===== src/rtl/fetch_stage.sv =====
`default_nettype none
// ============================================================================
// Module      : fetch_stage
// Description : Instruction fetch stage. Owns the PC and the IF/ID pipeline
//               register, handles redirects that arrive while instruction
//               memory is busy, and optionally freezes on opcode 5'b00000
//               when the FETCH_HALT_EN macro is defined.
// Revision    : 1.0 - initial release
// ============================================================================
module fetch_stage (
  input  logic        clk,
  input  logic        rst,
  input  logic        stall,
  input  logic        pc_sel,
  input  logic [15:0] pc_jump_out,
  input  logic [15:0] imem_instr,
  input  logic        imem_stall,
  output logic [15:0] imem_addr,
  output logic        imem_rd,
  output logic [15:0] instr_IF_ID,
  output logic [15:0] pc_add2_IF_ID,
  output logic        valid_IF_ID,
  output logic        halted
);

  localparam logic [15:0] C_NOP_INSTR = 16'h0800;
  localparam logic [15:0] C_PC_RESET  = 16'h0000;
  localparam logic [15:0] C_PC_STEP   = 16'd2;

`ifdef FETCH_HALT_EN
  typedef enum logic [1:0] {
    RUN    = 2'd0,
    PEND   = 2'd1,
    HALTED = 2'd2
  } state_t;
`else
  typedef enum logic [1:0] {
    RUN  = 2'd0,
    PEND = 2'd1
  } state_t;
`endif

  state_t      r_state;
  logic [15:0] r_pc;
  logic [15:0] r_pend_tgt;
  logic [15:0] r_instr;
  logic [15:0] r_pc_add2;
  logic        r_valid;

  logic        w_redirect;
  logic [15:0] w_pc_add2;

  // A jump is only honoured when the instruction that produced it is real
  // and is actually leaving IF/ID this cycle.
  assign w_redirect = pc_sel & r_valid & ~stall;
  assign w_pc_add2  = r_pc + C_PC_STEP;

`ifdef FETCH_HALT_EN
  logic w_halt_req;
  logic r_halted;

  assign w_halt_req = r_valid & (r_instr[15:11] == 5'b00000) & ~stall;
  assign halted     = r_halted;
  assign imem_rd    = ~rst & (r_state != HALTED);
`else
  assign halted     = 1'b0;
  assign imem_rd    = ~rst;
`endif

  assign imem_addr     = r_pc;
  assign instr_IF_ID   = r_instr;
  assign pc_add2_IF_ID = r_pc_add2;
  assign valid_IF_ID   = r_valid;

  always_ff @(posedge clk or posedge rst) begin
    if (rst) begin
      r_state    <= RUN;
      r_pc       <= C_PC_RESET;
      r_pend_tgt <= C_PC_RESET;
      r_instr    <= C_NOP_INSTR;
      r_pc_add2  <= 16'h0000;
      r_valid    <= 1'b0;
`ifdef FETCH_HALT_EN
      r_halted   <= 1'b0;
`endif
    end else begin
      case (r_state)
        RUN: begin
`ifdef FETCH_HALT_EN
          if (w_halt_req) begin
            r_state   <= HALTED;
            r_halted  <= 1'b1;
            r_instr   <= C_NOP_INSTR;
            r_pc_add2 <= 16'h0000;
            r_valid   <= 1'b0;
          end else
`endif
          if (w_redirect) begin
            r_instr   <= C_NOP_INSTR;
            r_pc_add2 <= 16'h0000;
            r_valid   <= 1'b0;
            if (imem_stall) begin
              // Memory is busy with the wrong-path fetch; remember the target.
              r_pend_tgt <= pc_jump_out;
              r_state    <= PEND;
            end else begin
              r_pc <= pc_jump_out;
            end
          end else if (stall) begin
            r_pc <= r_pc;
          end else if (imem_stall) begin
            r_instr   <= C_NOP_INSTR;
            r_pc_add2 <= 16'h0000;
            r_valid   <= 1'b0;
          end else begin
            r_instr   <= imem_instr;
            r_pc_add2 <= w_pc_add2;
            r_valid   <= 1'b1;
            r_pc      <= w_pc_add2;
          end
        end

        PEND: begin
          // The word returned when memory frees up belongs to the old path.
          r_instr   <= C_NOP_INSTR;
          r_pc_add2 <= 16'h0000;
          r_valid   <= 1'b0;
          if (!imem_stall) begin
            r_pc    <= r_pend_tgt;
            r_state <= RUN;
          end
        end

`ifdef FETCH_HALT_EN
        HALTED: begin
          r_instr   <= C_NOP_INSTR;
          r_pc_add2 <= 16'h0000;
          r_valid   <= 1'b0;
          r_halted  <= 1'b1;
        end
`endif

        default: begin
          r_state   <= RUN;
          r_instr   <= C_NOP_INSTR;
          r_pc_add2 <= 16'h0000;
          r_valid   <= 1'b0;
        end
      endcase
    end
  end

endmodule
`default_nettype wire

===== config.mk =====
export PLATFORM = sky130hd
export DESIGN_NAME = fetch_stage
export DESIGN_NICKNAME = d
export VERILOG_FILES = /design/src/rtl/fetch_stage.sv
export SDC_FILE = /design/constraint.sdc
export NUM_CORES = 1
export LEC_CHECK = 0
export ABC_AREA = 1
export ABC_CLOCK_PERIOD_IN_PS = 7400
export BUFFER_PORTS_ARGS = -buffer_cell sky130_fd_sc_hd__buf_2
export CAP_MARGIN = 20
export CORE_UTILIZATION = 56
export DETAILED_ROUTE_END_ITERATION = 10
export PLACE_DENSITY = 0.86
export SLEW_MARGIN = 20
export SYNTH_ARGS = -nofsm -noshare
export SYNTH_HDL_FRONTEND = slang
export SYNTH_SLANG_ARGS = --single-unit

===== constraint.sdc =====
create_clock -name clk -period 7.4 [get_ports clk]
set_input_delay 1.85 -clock clk [delete_from_list [all_inputs] [get_ports clk]]
set_output_delay 1.85 -clock clk [all_outputs]
set_load 0.01 [all_outputs]

# Yosys cells after proc, flatten, opt, wreduce, memory -nomap -nowiden
# Cells that the tools add are included.
# W data, S select, Z words.
totals:
  rom_bits: 0
  out_inout_bits: 51
  n_memories: 0
  in_bits: 37
  ramBits: 0
  ff_bits: 67
  latch_bits: 0
op_classes:
  reduce_logical: 5
  div_mod_pow: 0
  add_sub_neg: 1
  mul: 0
  magnitude_cmp: 0
  n_mux: 22
  eq_ne: 6
  bitwise: 4
  shifts: 0
op_table:
  columns: ["operator", "n"]
  rows:
  - ["$mux W16", 13]
  - ["$pmux W16 S2", 1]
  - ["$add A16 B2 Y16 const B", 1]
  - ["$ne A2 B2 Y1 const B", 4]
  - ["$mux W2", 3]
  - ["$reduce_and A3 Y1", 2]
  - ["$mux W1", 4]
  - ["$pmux W2 S2", 1]
  - ["$reduce_and A4 Y1", 1]
  - ["$ne A3 B3 Y1 const B", 1]
  - ["$and A1 B1 Y1", 2]
  - ["$eq A2 B1 Y1 const B", 1]
  - ["$logic_not A2 Y1", 1]
  - ["$not A1 Y1", 2]
  - ["$reduce_bool A2 Y1", 1]

# Longest topological paths before layout
depth:
  word_depth: 5
  ltp_mapped: 10

# Worst setup path after synthesis
# Ideal clock, no wire load.
synth_timing:
  kind: "input to output"
  startpoint: "input rst"
  endpoint: "output imem_rd"
  cell_stages: 1
  n_path_buf: 0
  slack_ns: 2.281
  t_arrival_ns: 3.269
  t_required_ns: 5.550
  cell_sequence: "inv_1"
synth_between:
  elab_chain_len: 1
synth_rtl:
  columns: ["element", "line_no", "text"]
  rows:
  - ["start: declaration", "12", "input logic rst,"]
  - ["$not A1 Y1", "67", "assign imem_rd = ~rst;"]
  - ["end: declaration", "19", "output logic imem_rd,"]
# Every way passes these cells.

# Final worst setup path
# Ends and elaborated chain as after synthesis.

==> impl_results.md <==
- Die extent in y: 76.4 microns
- Initial DRC count: 211
- Status: completed
- Max frequency: 251 MHz
- Layout cell share with drive strength beyond 1: 28.2%
- Die area: 5830 sq um
- Vias per cell: 5.41
- Num rows: 26
- #FFs+latches synth: 66
- Final Wtd Congestion: 0.883
- Power density cells: 308 nW/um^2
- Clock sinks: 66
- Root Buffer: clkbuf_8
- ANT cells: 0
- Post_cts resized: 0
- First-pass GRT wire length: 12.2 mm
- Vias after detailed routing: 2701
- Sequential-to-total area share from yosys stat: 53.4%
- Final setup fails: 0
- Cells after Synth: 341
- Worst-path clk slew: 0.06 ns
- Dpl hpwl: 4.90 mm
- Die W: 76.4 microns
- Leak: 2.03 nW
- Synth warn: 0
- Ys async rst share: 100%
- DRC violations left: 0
- Syn_nets: 379
- Area contributors post-synth: dfrtp_1 (53%), nand2_1 (11%), a22o_1 (4.8%)
- Wire per inst: 14.0 microns
- Main flop type after synthesis: dfrtp_1
- Critical Path Most Common Cell: buf_2
- Data required, critical path: 5.55 ns
- Worst-path cell chain: buf_2 -> inv_2 -> buf_2
- Skew final: 0.00868 ns
- Worst hold path type: register to register
- CTS H-tree lvls: 3
- VDD IR max: 0.164 mV
- Arr. time, crit path: 2.14 ns
- Global route overflow: 0
- Top cell type's share of synthesized area: 52.5%
- CP max stage cell: buf_2
- Placed Instances: 484
- Final Cycle Share: 53.9%
- GRT Overall Usage: 26.9%
- Slew headroom: 36.8%
- I/O pins: 88
- Min-Delay Path Depth: 2
- Initial antenna violation count: 0
- Synthesized area: 3100 sq um
- Cell variety after synth: 35
- Critical path class: primary input to output pin
- R2r worst-path depth: 5
- Starting Density: 59.5%
- Final Hold Fails: 0
- Total wire length: 7.00 mm
- Clock Latency Late Sink: 0.34 ns
- Crit-path max FO: 2
- Post-CTS Setup Bufs: 0
- Vias in the first global route: 2554
- Synth area leader: dfrtp_1
- Finished Layout Cells: 499
- Clock buffer depth: 2
- Worst setup EP type: output pin
- Worst setup SP type: primary input
- Synth Area per Inst: 9.08 sq um
- Final net count: 463
- Max_cap viols: 0
- Total clock buffers created by CTS: 9
- EDFF count, synth: 0
- CTS Hold Buffers Added: 0
- Worst-Margin Slew: 0.947 ns
- CTS tree: built
- ANT nets after route: 0
- Pre-antenna DRT Iters: 7
- Max Transition Viols Final: 0
- Largest net degree at the start of global routing: 67
- Final min period: 3.99 ns
- Final TNS setup: 0 ns
- IO buf count: 86
- RSZ-0062 raised after global routing: false
- Layout area overhead: 20.2%
- Core ar.: 5200 sq um
- Tot Pwr: 1.15 mW
- Max incr delay on CP: 0.12 ns
-- layout make-up --
type	instances	area, sq um
multi-input cells	227	1180
clock buffers	10	138
fillers	418	1480
well taps	70	87.6
flip-flops and latches	66	1650
inverters	34	148
repair buffers	87	438
clock inverters	5	78.8
-- cell families after synthesis --
kind of cell / share of synthesized area (%)
simple gates: 21.0
compound gates: 14.9
flops: 53.4
buf+inv: 8.48
xor+xnor: 1.70
fa+ha+maj: 0.404
other cells: 0.121
-- per-layer routing --
layer  part of all wire (%)  vias to the layer above  global-route usage, %
met4                    2.1                        0                   10.4
met1                     44                     1255                   37.1
met3                    6.9                       17                   6.11
li1                       -                     1301                      -
met5                      0                        -                      0
met2                     47                      128                   41.4
-- layout by cell type (no fill, tap or decap), drive strengths merged, types with 3 or more instances in the layout --
master,synthesis,routed
nand3,22,22
nor2,15,15
xor2,3,3
a22o,17,17
clkinv,0,3
buf,14,87
inv,34,34
clkbuf,0,10
nand4,5,5
xnor2,3,3
o21ai,39,39
a21oi,14,14
dfrtp,65,65
nor3,4,4
nand2,96,96
-- where the power goes --
group          switching [mW]  internal, mW  leakage (nW)
Combinational           0.177         0.120          1.09
Sequential             0.0737         0.444         0.832
Clock                   0.134         0.196         0.112
Total                   0.385         0.760          2.03
-- critical path: cells and delay by family --
family / cells / cell delay (ns)
buffers and inverters: 3 / 0.28
-- path summary, 6_finish.rpt --
check	start	end	slack, ns
hold / removal	pc_add2_IF_ID[8]	pc_add2_IF_ID[8]	0.47
setup reg to reg	r_state[0]	pc_add2_IF_ID[2]	5.49
setup / recovery	rst	imem_rd	3.41
max in group asynchronous	rst	imem_addr[0]	5.11
hold reg to reg	pc_add2_IF_ID[8]	pc_add2_IF_ID[8]	0.47
min in group asynchronous	rst	pc_add2_IF_ID[11]	1.78
-- registers in the layout, summed over array words and instances (netlist names) --
| register | count |
|---|---|
| r_pend_tgt | 16 |
| pc_add2_IF_ID | 16 |
| r_state | 1 |
| instr_IF_ID | 16 |
| valid_IF_ID | 1 |
| imem_addr | 16 |
-- synthesized netlist by cell type, types with 2 or more instances --
| library cell | number |
|---|---|
| o21ai_0 | 28 |
| nor3_1 | 3 |
| xor2_1 | 3 |
| nand2_1 | 91 |
| a22o_1 | 17 |
| a21oi_1 | 14 |
| o21ai_1 | 10 |
| buf_4 | 2 |
| nor2_1 | 15 |
| inv_6 | 2 |
| o22a_1 | 2 |
| nand2_4 | 3 |
| xnor2_1 | 3 |
| buf_6 | 4 |
| dfrtp_1 | 65 |
| nand3_2 | 4 |
| buf_2 | 7 |
| inv_2 | 2 |
| a31oi_1 | 2 |
| nand3_1 | 18 |
| nand4_1 | 5 |
| inv_1 | 28 |
-- metrics by stage --
stage                     worst slack, ns  area (sq um)  hold WS (ns)  utilization, %
after floorplan                      2.28          3100         0.442               -
after global placement               3.40          3510         0.455            67.4
after detailed placement             3.40          3510         0.459            67.4
after CTS                            3.40          3720         0.476            71.6
after global routing                 3.39          3720         0.489            71.6
final                                3.41          3720         0.474            71.6
No activity file was read; power rests on OpenSTA's default activity.
